**config.mk**
```make
export PLATFORM = sky130hd
export DESIGN_NAME = multicycle_sequencer
export DESIGN_NICKNAME = d
export VERILOG_FILES = /design/src/rtl/multicycle_sequencer_pkg.sv /design/src/rtl/multicycle_sequencer_branch_resolver.sv /design/src/rtl/multicycle_sequencer.sv
export SDC_FILE = /design/constraint.sdc
export NUM_CORES = 1
export LEC_CHECK = 0
export CORE_MARGIN = 2
export CORE_UTILIZATION = 40
export CTS_BUF_LIST = sky130_fd_sc_hd__clkbuf_8
export DETAILED_ROUTE_END_ITERATION = 10
export GPL_ROUTABILITY_DRIVEN = 1
export PLACE_DENSITY = 0.71
export SYNTH_ARGS = -nofsm -noshare
export SYNTH_HDL_FRONTEND = slang
export SYNTH_SLANG_ARGS = --single-unit
```
**constraint.sdc**
```tcl
create_clock -name clk -period 3.1 [get_ports clk]
set_clock_uncertainty 0.05 [all_clocks]
set_input_delay 0.31 -clock clk [delete_from_list [all_inputs] [get_ports clk]]
set_output_delay 0.31 -clock clk [all_outputs]
set_load 0.05 [all_outputs]
```
**src/rtl/multicycle_sequencer_pkg.sv**
```systemverilog
// Shared definitions for the multicycle MIPS control sequencer:
// state encoding, opcode constants and instruction classification.
package multicycle_sequencer_pkg;

    typedef enum logic [2:0] {
        ST_FETCH  = 3'd0,
        ST_DECODE = 3'd1,
        ST_EXEC   = 3'd2,
        ST_MEM    = 3'd3,
        ST_WB     = 3'd4
    } state_t;

    typedef enum logic [2:0] {
        CLS_ALU,
        CLS_LOAD,
        CLS_STORE,
        CLS_BR,
        CLS_ILLEGAL
    } instr_class_t;

    localparam logic [5:0] OP_RTYPE    = 6'b000000;
    localparam logic [5:0] OP_SPECIAL2 = 6'b011100;
    localparam logic [5:0] OP_ADDI     = 6'b001000;
    localparam logic [5:0] OP_ADDIU    = 6'b001001;
    localparam logic [5:0] OP_LW       = 6'b100011;
    localparam logic [5:0] OP_LB       = 6'b100000;
    localparam logic [5:0] OP_LBU      = 6'b100100;
    localparam logic [5:0] OP_SW       = 6'b101011;
    localparam logic [5:0] OP_SB       = 6'b101000;
    localparam logic [5:0] OP_BEQ      = 6'b000100;
    localparam logic [5:0] OP_REGIMM   = 6'b000001;
    localparam logic [5:0] OP_BLEZ     = 6'b000110;
    localparam logic [5:0] OP_BGTZ     = 6'b000111;
    localparam logic [5:0] OP_J        = 6'b000010;

    // Map an opcode to the path it takes through the sequencer.
    function automatic instr_class_t classify(input logic [5:0] op);
        case (op)
            OP_RTYPE, OP_SPECIAL2, OP_ADDI, OP_ADDIU: classify = CLS_ALU;
            OP_LW, OP_LB, OP_LBU:                     classify = CLS_LOAD;
            OP_SW, OP_SB:                             classify = CLS_STORE;
            OP_BEQ, OP_REGIMM, OP_BLEZ, OP_BGTZ, OP_J: classify = CLS_BR;
            default:                                  classify = CLS_ILLEGAL;
        endcase
    endfunction

endpackage

```
**src/rtl/multicycle_sequencer_branch_resolver.sv**
```systemverilog
// Combinational branch/jump resolution: decides whether a control-transfer
// opcode is taken and computes its destination address.
module branch_resolver
    import multicycle_sequencer_pkg::*;
#(
    parameter int ADDR_W = 32
) (
    input  logic [5:0]        opcode,
    input  logic [15:0]       imm16,
    input  logic [25:0]       jidx,
    input  logic [ADDR_W-1:0] pc,
    input  logic              rs_eq_rt,
    input  logic              rs_zero,
    input  logic              rs_neg,
    output logic              taken,
    output logic [ADDR_W-1:0] target
);

    logic [ADDR_W-1:0] pc_plus4;
    logic [ADDR_W-1:0] br_offset;

    assign pc_plus4  = pc + ADDR_W'(4);
    // Sign-extended word offset; addition wraps naturally at ADDR_W bits.
    assign br_offset = {{(ADDR_W-18){imm16[15]}}, imm16, 2'b00};

    // Evaluate the taken condition and select branch or jump target.
    always_comb begin
        taken  = 1'b0;
        target = pc_plus4 + br_offset;
        case (opcode)
            OP_BEQ:    taken = rs_eq_rt;
            OP_REGIMM: taken = rs_zero;
            OP_BLEZ:   taken = rs_zero | rs_neg;
            OP_BGTZ:   taken = ~rs_zero & ~rs_neg;
            OP_J: begin
                taken  = 1'b1;
                target = {pc_plus4[ADDR_W-1:28], jidx, 2'b00};
            end
            default:   taken = 1'b0;
        endcase
    end

endmodule

```
**src/rtl/multicycle_sequencer.sv**
```systemverilog
// Multicycle control FSM sequencing the MIPS datapath through
// FETCH/DECODE/EXEC/MEM/WB, with one architectural branch delay slot.
module multicycle_sequencer
    import multicycle_sequencer_pkg::*;
#(
    parameter int ADDR_W   = 32,
    parameter int MAX_WAIT = 15
) (
    input  logic              clk,
    input  logic              reset,
    input  logic [5:0]        opcode,
    input  logic [15:0]       imm16,
    input  logic [25:0]       jidx,
    input  logic [ADDR_W-1:0] pc,
    input  logic              rs_eq_rt,
    input  logic              rs_zero,
    input  logic              rs_neg,
    input  logic              mem_ready,
    output logic [2:0]        state,
    output logic              ir_write,
    output logic              pc_write,
    output logic [ADDR_W-1:0] pc_next,
    output logic              reg_write,
    output logic              mem_read,
    output logic              mem_write,
    output logic              in_delay_slot,
    output logic              illegal,
    output logic              mem_timeout
);

    localparam int WAIT_W = $clog2(MAX_WAIT + 1);

    state_t            state_q;
    state_t            state_d;
    instr_class_t      cls;
    logic              is_br;
    logic              pending_q;
    logic [ADDR_W-1:0] target_q;
    logic              ds_q;
    logic [WAIT_W-1:0] wait_cnt;
    logic              wait_last;
    logic              br_taken;
    logic [ADDR_W-1:0] br_target;
    logic              take_branch;

    assign cls       = classify(opcode);
    assign is_br     = (cls == CLS_BR);
    assign wait_last = (wait_cnt == WAIT_W'(MAX_WAIT - 1));

    branch_resolver #(.ADDR_W(ADDR_W)) u_branch (
        .opcode   (opcode),
        .imm16    (imm16),
        .jidx     (jidx),
        .pc       (pc),
        .rs_eq_rt (rs_eq_rt),
        .rs_zero  (rs_zero),
        .rs_neg   (rs_neg),
        .taken    (br_taken),
        .target   (br_target)
    );

    assign state         = state_q;
    // Reset suppresses every output immediately so an aborted instruction writes nothing.
    assign in_delay_slot = ds_q & ~reset;
    assign pc_next       = reset ? '0 : (pending_q ? target_q : pc + ADDR_W'(4));

    // Next-state and strobe decode; reset overrides everything.
    always_comb begin
        state_d     = state_q;
        ir_write    = 1'b0;
        pc_write    = 1'b0;
        reg_write   = 1'b0;
        mem_read    = 1'b0;
        mem_write   = 1'b0;
        illegal     = 1'b0;
        mem_timeout = 1'b0;
        take_branch = 1'b0;
        case (state_q)
            ST_FETCH: begin
                ir_write = 1'b1;
                state_d  = ST_DECODE;
            end
            ST_DECODE: begin
                if (cls == CLS_ILLEGAL) begin
                    illegal  = 1'b1;
                    pc_write = 1'b1;
                    state_d  = ST_FETCH;
                end else begin
                    // A branch in a delay slot is flagged but still walks the branch path as a NOP.
                    illegal = is_br & ds_q;
                    state_d = ST_EXEC;
                end
            end
            ST_EXEC: begin
                case (cls)
                    CLS_ALU:              state_d = ST_WB;
                    CLS_LOAD, CLS_STORE:  state_d = ST_MEM;
                    CLS_BR: begin
                        pc_write    = 1'b1;
                        take_branch = br_taken & ~ds_q;
                        state_d     = ST_FETCH;
                    end
                    default:              state_d = ST_FETCH;
                endcase
            end
            ST_MEM: begin
                mem_read  = (cls == CLS_LOAD);
                mem_write = (cls == CLS_STORE);
                if (mem_ready) begin
                    if (cls == CLS_LOAD) begin
                        state_d = ST_WB;
                    end else begin
                        pc_write = 1'b1;
                        state_d  = ST_FETCH;
                    end
                end else if (wait_last) begin
                    mem_timeout = 1'b1;
                    pc_write    = 1'b1;
                    state_d     = ST_FETCH;
                end
            end
            ST_WB: begin
                reg_write = 1'b1;
                pc_write  = 1'b1;
                state_d   = ST_FETCH;
            end
            default: state_d = ST_FETCH;
        endcase
        if (reset) begin
            state_d     = ST_FETCH;
            ir_write    = 1'b0;
            pc_write    = 1'b0;
            reg_write   = 1'b0;
            mem_read    = 1'b0;
            mem_write   = 1'b0;
            illegal     = 1'b0;
            mem_timeout = 1'b0;
            take_branch = 1'b0;
        end
    end

    // State, MEM wait counter, delay-slot flag and pending branch target.
    always_ff @(posedge clk) begin
        if (reset) begin
            state_q   <= ST_FETCH;
            pending_q <= 1'b0;
            target_q  <= '0;
            wait_cnt  <= '0;
            ds_q      <= 1'b0;
        end else begin
            state_q  <= state_d;
            wait_cnt <= (state_q == ST_MEM && state_d == ST_MEM) ? wait_cnt + WAIT_W'(1) : '0;
            if (pc_write) begin
                // Only a branch outside a delay slot opens a new delay slot.
                ds_q      <= is_br & ~ds_q;
                pending_q <= 1'b0;
            end
            if (take_branch) begin
                pending_q <= 1'b1;
                target_q  <= br_target;
            end
        end
    end

endmodule

```
==> flow_metrics.tcl <==
set metrics [dict create \
    syn_area_per_cell_um2 7.19 \
    synth_edf_count 0 \
    maxCapViolations 0 \
    hold_class "input port to register" \
    worstSkewPairLatency_ps 310 \
    nets 1078 \
    hold_depth 4 \
    criticalPathCategory "input port to register" \
    synth_area_um2 4790 \
    cts_buffers 5 \
    vdd.ir_drop.worst_mv 0.200 \
    cts_sinks 41 \
    fp-row-count 39 \
    rr_startpoint "state[2]" \
    cp.required_ps 3260 \
    crit_arrival_ps 3470 \
    netlist_instances 666 \
    grtUsageTotal_pct 28.0 \
    finalHoldViolCount 0 \
    dr.pass1.iters 5 \
    final_max_slew_viol_count 0 \
    drt-total-wl_mm 20.3 \
    antenna_found_initial 0 \
    dieArea_um2 12900 \
    cp_max_fo 4 \
    end_kind "register" \
    crit_path_start "pc[5]" \
    die_h_um 113 \
    setup_tns_ps -1620 \
    yosysWarningCount 0 \
    dpl_cell_area_um2 7600 \
    h-tree-depth 2 \
    dpl.hpwl_mm 13.6 \
    ios 129 \
    die_w_um 113 \
    clk_pin_slew_ps 100 \
    fmax_mhz 302 \
    initial_utilization_pct 41.4 \
    relSlewSlack_pct 50.8 \
    startpoint_type "input port" \
    fin_total_pwr_mw 2.42 \
    syn-num-nets 796 \
    setup_viol 13 \
    cts_tree "yes" \
    grt_pass1_vias 6173 \
    grt_max_degree 37 \
    status "complete, but fails checks" \
    synth_cell_types 58 \
    synthArstFlopShare_pct 0 \
    place_congestion 0.925 \
    viasPerCell 5.71 \
    seq_area_frac_synth_pct 17.1 \
    drive_gt1_share_pct 38.1 \
    fin_crit_sh_pct 107 \
    grt-ovfl-total 0 \
    place.port_buffers 128 \
    hold_buffers 0 \
    root_buffer "clkbuf_8" \
    coreArea_um2 11600 \
    min_from "reset" \
    routedWlPerCell_um 18.6 \
    syn2layout_area_growth_pct 81.1 \
    min_period_ps 3320 \
    cts_buffer_depth 2 \
    drcViolationCount 0 \
    vias 6239 \
    violations "setup timing" \
    ys.flop_type "dfxtp_1" \
    num_antenna_cells 0 \
    reg2reg_slack_ps 770 \
    worst_slack_ps -215 \
    rsz0062_at_grt "true" \
    drtIter0Drc 478 \
    reg2reg_depth 8 \
    postRouteAntennaNets 0 \
    hold_end "state[2]" \
    tightestPinTransition_ps 737 \
    timing.rr.end "target_q[13]" \
    p_per_area_nw_per_um2 279 \
    grt_pass1_wl_mm 29.3 \
    cellLeakagePower_nw 3.64 \
    ys_ff_latch 41 \
    fin_area_um2 8670 \
]
[repair_timing]
| action | in CTS | in global routing |
|---|---|---|
| pin swaps | 44 | 62 |
| gates cloned | 0 | 0 |
| setup buffers | 14 | 9 |
| resized for setup | 94 | 83 |
| setup endpoints to repair | 26 | 22 |
[worst max path at each step]
| stage | end | slack [ps] | cells past startpoint |
|---|---|---|---|
| floorplan | target_q[31] | -20 | 16 |
| global placement | target_q[31] | -780 | 17 |
| detailed placement | target_q[31] | -900 | 17 |
| CTS | target_q[31] | -60 | 17 |
| global route | target_q[27] | -300 | 18 |
| finish | target_q[31] | -220 | 18 |
[critical path, cell delays in order]
cell and delay (ps):
buf_6 70, and3_4 180, nand4_1 230, nor3_4 260
buf_6 150, and2_4 180, nand3_4 110, xnor2_4 320
ha_4 240, a21oi_4 90, a21oi_2 160, o21ai_2 80
a21oi_1 170, o31a_1 260, o21ai_2 110, xnor2_2 180
a211oi_2 90, a311o_1 290
[sequential cells by signal, summed over array words and instances, names as in the netlist]
name,flops
target_q,32
pending_q,1
ds_q,1
wait_cnt,4
state,3
[synthesized netlist by cell type, types with 6 or more instances]
library cell	count	area [um^2]
ha_1	43	538
nand2b_1	6	37.5
mux2i_1	12	120
a311oi_2	11	165
a21o_1	11	82.6
xor2_1	17	149
nand3_1	26	130
o21a_1	9	67.6
nand4_1	16	100
xnor2_1	38	333
nor2b_1	21	131
o211ai_1	7	52.6
nor2_1	91	342
nor3_1	31	155
a211oi_1	15	113
nand2_1	79	297
inv_1	16	60.1
o21ai_1	7	35.0
clkbuf_1	29	109
and2_1	7	43.8
o21ai_0	16	80.1
a31oi_1	6	37.5
a21oi_1	52	260
and3_1	7	43.8
dfxtp_1	41	821
[power by group]
part	leakage, nW	internal, mW	switching [mW]
combinational	3.24	0.651	0.667
sequential	0.331	0.528	0.00554
clock	0.0687	0.325	0.241
[per-layer routing]
layer  routed length [um]  GRT usage (%)  vias up
li1                     -              -     2925
met1                 8140           33.1     2971
met2                10300           50.7      281
met3                 1070           4.14       62
met4                  852           11.5        0
met5                    0              0        -
[cell families after synthesis]
group	share of synthesized area, %
AO/OA/AOI/OAI	24.2
XOR/XNOR	10.1
adder cells (fa/ha/maj)	11.7
buffers and inverters	4.88
flip-flops	17.1
multiplexers	2.82
AND/OR/NAND/NOR	29.3
[through the flow]
step	hold slack (ps)	setup WS, ps	util, %	std cells
6_report	336	-215	75.0	1092
4_1_cts	319	-55.9	70.5	1083
5_1_grt	354	-300	75.0	1092
3_3_place_gp	390	-783	65.7	1061
3_5_place_dp	396	-902	65.7	1061
2_1_floorplan	380	-15.5	-	666
[layout by cell type, fill, tap and decap left out, types with 7 or more instances in the layout]
| cell type | count |
|---|---|
| a211oi_1 | 12 |
| xor2_2 | 7 |
| o211ai_1 | 7 |
| o21a_1 | 8 |
| a21o_1 | 11 |
| inv_1 | 16 |
| clkdlybuf4s50_1 | 78 |
| nand4_1 | 16 |
| buf_4 | 181 |
| dlygate4sd2_1 | 10 |
| o21ai_0 | 10 |
| o21ai_1 | 7 |
| ha_4 | 14 |
| nand3_1 | 19 |
| xnor2_1 | 21 |
| dfxtp_1 | 40 |
| nor3_1 | 31 |
| buf_12 | 30 |
| xnor2_2 | 15 |
| ha_1 | 23 |
| nand2_2 | 7 |
| buf_6 | 9 |
| a21oi_1 | 37 |
| mux2i_1 | 12 |
| nor2_1 | 84 |
| nor2b_1 | 20 |
| nand2_1 | 70 |
| a21oi_2 | 13 |
| xor2_1 | 10 |
| a311oi_2 | 11 |
[final cells by class]
type                       count  area [um^2]
tap                          143          179
inverter                      16         60.1
clock buffer                   5         68.8
fill                         775         2890
multi-input combinational    571         4510
timing repair buffer         313         2970
sequential                    41          822
clock inverter                 3         68.8
No activity file was read; power rests on OpenSTA's default activity.
